===== src/rtl/vdp18_vram_arb.sv =====
// vdp18_vram_arb: CPU/video VRAM access arbiter for the vdp18 core.
// Holds one pending CPU access and issues it only in a CPU-owned slot;
// video fetches otherwise drive the VRAM address every cycle.
// Optional build macro: VDP18_ARB_BLANK_FAST_EN lets every pixel-rate
// enable during vertical blank act as a CPU slot.

package vdp18_vram_arb_pkg;
    typedef enum logic [3:0] {
        AC_NONE = 4'd0,
        AC_PNT  = 4'd1,
        AC_PGT  = 4'd2,
        AC_PCT  = 4'd3,
        AC_STST = 4'd4,
        AC_SATY = 4'd5,
        AC_SATX = 4'd6,
        AC_SATN = 4'd7,
        AC_SATC = 4'd8,
        AC_SPTH = 4'd9,
        AC_SPTL = 4'd10,
        AC_CPU  = 4'd11
    } access_t;
endpackage

// state   | meaning
// IDLE    | no CPU access held; video owns the address bus
// PEND    | CPU access held, waiting for a CPU slot
// RD_WAIT | read address on the bus, capturing RAM data this cycle
module vdp18_vram_arb
    import vdp18_vram_arb_pkg::*;
#(
    parameter int ADDR_W = 14
) (
    input  logic              clk_i,
    input  logic              reset_i,
    input  logic              clk_en_5m37_i,
    input  logic              clk_en_acc_i,
    input  access_t           access_type_i,
    input  logic              vert_active_i,
    input  logic [ADDR_W-1:0] vid_addr_i,
    input  logic              cpu_req_i,
    input  logic              cpu_we_i,
    input  logic [ADDR_W-1:0] cpu_addr_i,
    input  logic [7:0]        cpu_wdata_i,
    output logic              cpu_busy_o,
    output logic [7:0]        cpu_rdata_o,
    output logic              cpu_rvalid_o,
    output logic              cpu_ovr_o,
    output logic [ADDR_W-1:0] vram_a_o,
    output logic [7:0]        vram_d_o,
    output logic              vram_we_o,
    input  logic [7:0]        vram_d_i
);

    localparam logic [1:0] ST_IDLE    = 2'd0;
    localparam logic [1:0] ST_PEND    = 2'd1;
    localparam logic [1:0] ST_RD_WAIT = 2'd2;

`ifdef VDP18_ARB_BLANK_FAST_EN
    localparam logic BLANK_FAST = 1'b1;
`else
    localparam logic BLANK_FAST = 1'b0;
`endif

    logic [1:0]        state_q, state_d;
    logic [ADDR_W-1:0] hold_addr_q, hold_addr_d;
    logic              hold_we_q, hold_we_d;
    logic [7:0]        hold_wdata_q, hold_wdata_d;
    logic [ADDR_W-1:0] vram_a_q, vram_a_d;
    logic [7:0]        vram_d_q, vram_d_d;
    logic              vram_we_q, vram_we_d;
    logic [7:0]        rdata_q, rdata_d;
    logic              rvalid_q, rvalid_d;
    logic              busy_q, busy_d;
    logic              ovr_q, ovr_d;
    logic              acc_slot, blank_slot, cpu_slot;

    // A slot is granted to the CPU when the controller marks it CPU-owned,
    // or (fast-blank build only) on any pixel enable during vertical blank.
    always_comb begin
        acc_slot   = clk_en_acc_i & clk_en_5m37_i & (access_type_i == AC_CPU);
        blank_slot = clk_en_5m37_i & ~vert_active_i;
        cpu_slot   = acc_slot | (BLANK_FAST & blank_slot);
    end

    // Next-state and output computation; busy also covers the write-issue
    // cycle so a request arriving then is dropped like any other overrun.
    always_comb begin
        state_d      = state_q;
        hold_addr_d  = hold_addr_q;
        hold_we_d    = hold_we_q;
        hold_wdata_d = hold_wdata_q;
        vram_a_d     = vid_addr_i;
        vram_d_d     = vram_d_q;
        vram_we_d    = 1'b0;
        rdata_d      = rdata_q;
        rvalid_d     = 1'b0;
        ovr_d        = ovr_q | (cpu_req_i & busy_q);

        case (state_q)
            ST_IDLE: begin
                if (cpu_req_i && !busy_q) begin
                    hold_addr_d  = cpu_addr_i;
                    hold_we_d    = cpu_we_i;
                    hold_wdata_d = cpu_wdata_i;
                    state_d      = ST_PEND;
                end
            end
            ST_PEND: begin
                if (cpu_slot) begin
                    vram_a_d = hold_addr_q;
                    if (hold_we_q) begin
                        vram_d_d  = hold_wdata_q;
                        vram_we_d = 1'b1;
                        state_d   = ST_IDLE;
                    end else begin
                        state_d = ST_RD_WAIT;
                    end
                end
            end
            ST_RD_WAIT: begin
                rdata_d  = vram_d_i;
                rvalid_d = 1'b1;
                state_d  = ST_IDLE;
            end
            default: state_d = ST_IDLE;
        endcase

        busy_d = (state_d != ST_IDLE) | vram_we_d;
    end

    // State and output registers, cleared asynchronously.
    always_ff @(posedge clk_i or posedge reset_i) begin
        if (reset_i) begin
            state_q      <= ST_IDLE;
            hold_addr_q  <= '0;
            hold_we_q    <= 1'b0;
            hold_wdata_q <= '0;
            vram_a_q     <= '0;
            vram_d_q     <= '0;
            vram_we_q    <= 1'b0;
            rdata_q      <= '0;
            rvalid_q     <= 1'b0;
            busy_q       <= 1'b0;
            ovr_q        <= 1'b0;
        end else begin
            state_q      <= state_d;
            hold_addr_q  <= hold_addr_d;
            hold_we_q    <= hold_we_d;
            hold_wdata_q <= hold_wdata_d;
            vram_a_q     <= vram_a_d;
            vram_d_q     <= vram_d_d;
            vram_we_q    <= vram_we_d;
            rdata_q      <= rdata_d;
            rvalid_q     <= rvalid_d;
            busy_q       <= busy_d;
            ovr_q        <= ovr_d;
        end
    end

    assign cpu_busy_o   = busy_q;
    assign cpu_rdata_o  = rdata_q;
    assign cpu_rvalid_o = rvalid_q;
    assign cpu_ovr_o    = ovr_q;
    assign vram_a_o     = vram_a_q;
    assign vram_d_o     = vram_d_q;
    assign vram_we_o    = vram_we_q;

endmodule

===== config.mk =====
export PLATFORM = sky130hd
export DESIGN_NAME = vdp18_vram_arb
export DESIGN_NICKNAME = d
export VERILOG_FILES = /design/src/rtl/vdp18_vram_arb.sv
export SDC_FILE = /design/constraint.sdc
export NUM_CORES = 1
export LEC_CHECK = 0
export ABC_AREA = 1
export CAP_MARGIN = 40
export CORE_AREA = 2 2 77 79
export CTS_CLUSTER_DIAMETER = 200
export DETAILED_ROUTE_END_ITERATION = 10
export DIE_AREA = 0 0 79 81
export PLACE_DENSITY = 0.83
export SLEW_MARGIN = 30
export SYNTH_ARGS = -nofsm -noshare
export SYNTH_HDL_FRONTEND = slang
export SYNTH_SLANG_ARGS = --single-unit
export TNS_END_PERCENT = 10

===== constraint.sdc =====
create_clock -name clk_i -period 2.3 [get_ports clk_i]
set_input_delay 0.69 -clock clk_i [delete_from_list [all_inputs] [get_ports clk_i]]
set_output_delay 0.69 -clock clk_i [all_outputs]
set_load 0.01 [all_outputs]

; After elaboration in Yosys (flattened, before gate mapping)
; Cells that the tools add are included.
[classes]
eq_ne = 3
n_mux = 10
bitwise = 5
reduce_logical = 6
[op_table]
columns = cell, count
row1 = $mux W14, 2
row2 = $mux W2, 3
row3 = $eq A4 B4 Y1 const B, 1
row4 = $mux W1, 4
row5 = $pmux W2 S2, 1
row6 = $and A1 B1 Y1, 3
row7 = $reduce_and A3 Y1, 1
row8 = $eq A2 B1 Y1 const B, 1
row9 = $eq A2 B2 Y1 const B, 1
row10 = $logic_not A2 Y1, 1
row11 = $or A1 B1 Y1, 2
row12 = $reduce_and A2 Y1, 1
row13 = $reduce_bool A2 Y1, 1
row14 = $logic_and A1 B1 Y1, 1
row15 = $logic_not A1 Y1, 1
[totals]
reg_bits = 59
inputBits = 55
output_inout_bits = 34
wordCells = 35

; Depth between registers and ports, before layout
[depth]
ltp_word = 6
depth_mapped = 8
mapped_depth_nobuf = 7

; Worst setup path before layout
; Ideal clock, no wire load.
[synth_timing]
path_type = input to register
startpoint = input access_type_i[1]
endpoint = register vram_a_q[10] (netlist: vram_a_o[10])
setup_time_ps = 116
t_arrival_ps = 1356
t_required_ps = 2184
setup_slack_ps = 827
path_stages = 8
n_path_buf = 1
cell_sequence = nand2_1 > inv_2 > nand2_4 > nor2_8 > nand2_4 > buf_6 > nand2_1 > nand2_1
[synth_between]
elab_chain_len = 4
[synth_rtl]
columns = element, line_no
row1 = "start, declared", 37  ; input access_t access_type_i,
row2 = $eq A4 B4 Y1, 80  ; acc_slot = clk_en_acc_i & clk_en_5m37_i & (access_type_i == AC_CPU);
row3 = $and A1 B1 Y1, 80
row4 = $mux W14, 109  ; if (cpu_slot) begin
row5 = $mux W14, 99  ; case (state_q)
row6 = net vram_a_d[10], 68  ; logic [ADDR_W-1:0] vram_a_q, vram_a_d;
row7 = "end signal, assigned", 150  ; vram_a_q <= vram_a_d;
row8 = "end, declared", 68
; The timed path passes the listed nets, and every way through them passes these cells.
; A chain may end at the register's enable or synchronous reset.

; Worst setup path after layout
[layout_timing]
startpoint = register busy_q (netlist: cpu_busy_o)
endpoint = output cpu_busy_o
[layout_rtl]
columns = element, line_no
row1 = "start, declared", 73  ; logic busy_q, busy_d;
row2 = "start signal, assigned", 155  ; busy_q <= busy_d;
row3 = "end, declared", 44  ; output logic cpu_busy_o,
; No word-level cell between the ends.

==> flow_metrics.tcl <==
set metrics [dict create \
    status "finished clean" \
    synth-seq-cells 59 \
    r2r_cells 6 \
    rrSetupSlack_ns 1.04 \
    gr-total-overflow 0 \
    drtAntennaViolNets 0 \
    cts_hold_buf 0 \
    cts-buffers-inserted 9 \
    placed_cell_area_um2 3330 \
    setup_violations 0 \
    synth-warning-count 0 \
    p_leak_nw 1.77 \
    core_um2 5680 \
    die-width_um 79 \
    routed_wl_um 5250 \
    clk_pin_slew_ns 0.06 \
    drive_above_1_share_pct 10.8 \
    grtUsageTotal_pct 17.6 \
    gp_congestion 0.773 \
    hold_viol 0 \
    first_pass_iters 4 \
    path_max_fanout 3 \
    fin_cells 428 \
    end_kind "primary output" \
    first_iter_violations 95 \
    worst-path-stages 1 \
    final_util_pct 62.6 \
    fin_nets 403 \
    syn2layout_area_growth_pct 48.8 \
    crit_chain "clkdlybuf4s50_1" \
    worstPathArrival_ns 1.25 \
    die-area_um2 6400 \
    max_freq_ghz 0.516 \
    die-height_um 81 \
    met3_usage_pct 3.11 \
    rr_startpoint "state_q[1]" \
    slew_headroom_pct 70.9 \
    rows 28 \
    antenna_cells 0 \
    route.detailed.drc 0 \
    postCtsSetupBuffers 0 \
    syn_inst 253 \
    use_met2_pct 28.6 \
    cts_tree "built" \
    dp.cells 412 \
    final_max_slew_viol_count 0 \
    insertion_delay_ns 0.33 \
    ctsLongestPathBuffers 2 \
    slowest_delay_ns 0.55 \
    stdcell_area_um2 3550 \
    setup.worst_path.end "cpu_busy_o" \
    cts_resized 0 \
    finalClockSkew_ns 0.00707 \
    crit_family "buffers and inverters" \
    fin_crit_sh_pct 84.2 \
    rsz0062_at_grt "false" \
    setup_ws_ns 0.362 \
    powerDensity_nw_per_um2 900 \
    tightest_slew_ns 0.436 \
    worstSetupStartpoint "cpu_busy_o" \
    numPortBuffers 87 \
    start_util_pct 42.1 \
    wl_per_cell_um 12.3 \
    grt_pass1_wl_um 8500 \
    crit_buf_inv 1 \
    regToRegEndpoint "vram_d_o[7]" \
    ys_types 21 \
    top_usage_layer "met2" \
    synth_area_per_cell_um2 9.44 \
    ios 89 \
    yosysSeqAreaShare_pct 61.8 \
    routed_via_density 4.41 \
    syn_nets 308 \
    drv_cap 0 \
    grt_max_degree 33 \
    hold_path_depth 1 \
    clock-sinks 59 \
    met1_usage_pct 22.3 \
    fin_crit_ns 1.94 \
    htree_num_levels 3 \
    crit_slowest_cell "clkdlybuf4s50_1" \
    num_vias 1887 \
    netlist_area_um2 2390 \
    pre_cts_ws_ns 0.262 \
    cts-root-buf "clkbuf_8" \
    hold_path.class "reg -> reg" \
    grt_pass1_vias 1867 \
    cp.required_ns 1.61 \
    antenna_found_initial 0 \
    ir_drop_uv 518 \
    dp_hpwl_um 3890 \
    critPathLaunchType "flip-flop" \
    fin_setup_tns_ns 0 \
    critPathKind "reg -> out" \
]
==> how the worst min path moves through the flow <==
stage                        start        endpoint  slack (ns)
floorplan           hold_addr_q[0]     vram_a_o[0]        0.44
global placement         cpu_ovr_o       cpu_ovr_o        0.44
detailed placement  cpu_rdata_o[0]  cpu_rdata_o[0]        0.46
CTS                 cpu_rdata_o[0]  cpu_rdata_o[0]        0.48
global route             cpu_ovr_o       cpu_ovr_o        0.49
finish                   cpu_ovr_o       cpu_ovr_o        0.46
==> logic make-up after synthesis <==
logic type	synth area share, %
buffers and inverters	7.70
DFF	61.8
and+or+nand+nor	25.1
AOI/OAI and AO/OA	5.35
==> metal layers <==
metal	share of wire (%)	vias up
met5	0	-
met4	2.2	0
met3	4.0	8
met2	50	50
met1	44	867
li1	-	962
==> layout make-up <==
| type | instances | area, um^2 |
|---|---|---|
| clock buffer | 12 | 155 |
| clock inverter | 4 | 72.6 |
| fill | 476 | 2120 |
| inverter | 32 | 120 |
| multi-input combinational | 154 | 727 |
| sequential | 59 | 1480 |
| tap | 75 | 93.8 |
| timing repair buffer | 92 | 908 |
==> registers in the layout, indices dropped and copies added, names as in the netlist <==
register	flops
cpu_busy_o	1
cpu_ovr_o	1
cpu_rdata_o	8
cpu_rvalid_o	1
hold_addr_q	14
hold_wdata_q	8
hold_we_q	1
state_q	2
vram_a_o	14
vram_d_o	8
vram_we_o	1
==> through the flow <==
| stage | hold slack, ns | total power (W) |
|---|---|---|
| after floorplan | 0.442 | 0.00182 |
| after global placement | 0.440 | 0.00213 |
| after detailed placement | 0.458 | 0.00217 |
| after CTS | 0.475 | 0.00324 |
| after global routing | 0.488 | 0.00339 |
| final | 0.465 | 0.00320 |
==> cell usage in the layout, fill, tap and decap left out, types with 2 or more instances in the layout <==
cell type | Yosys | layout
nor2_2 | 2 | 2
o21ai_0 | 19 | 19
buf_4 | 1 | 5
nand4_1 | 8 | 8
nand2_1 | 104 | 104
o21ai_1 | 5 | 5
dfrtp_1 | 59 | 59
inv_2 | 3 | 4
bufinv_16 | 0 | 2
clkbuf_8 | 0 | 11
clkdlybuf4s50_1 | 0 | 87
nand2_4 | 3 | 3
nand2_2 | 5 | 5
inv_1 | 29 | 28
nor2_1 | 2 | 2
==> where the power goes <==
| group | internal, W | switching (W) |
|---|---|---|
| registers | 0.00131 | 0.000173 |
| logic | 0.000345 | 0.000322 |
| clock network | 0.000668 | 0.000387 |
| total | 0.00232 | 0.000882 |
==> synth_stat cells <==
master      n  area, um^2
nand2_1   104         390
dfrtp_1    59        1480
inv_1      29         109
o21ai_0    19        95.1
nand4_1     8        50.1
nand2_2     5        31.3
o21ai_1     5        25.0
buf_6       4        45.0
inv_2       3        11.3
nand2_4     3        33.8
clkbuf_1    2        7.51
nor2_1      2        7.51
nor2_2      2        12.5
a21o_1      1        7.51
buf_1       1        3.75
buf_4       1        7.51
nand3_1     1        5.00
nand4_4     1        21.3
nor2_4      1        11.3
nor2_8      1        20.0
nor3_4      1        16.3
Note: power is estimated with default switching activity, not from simulation.
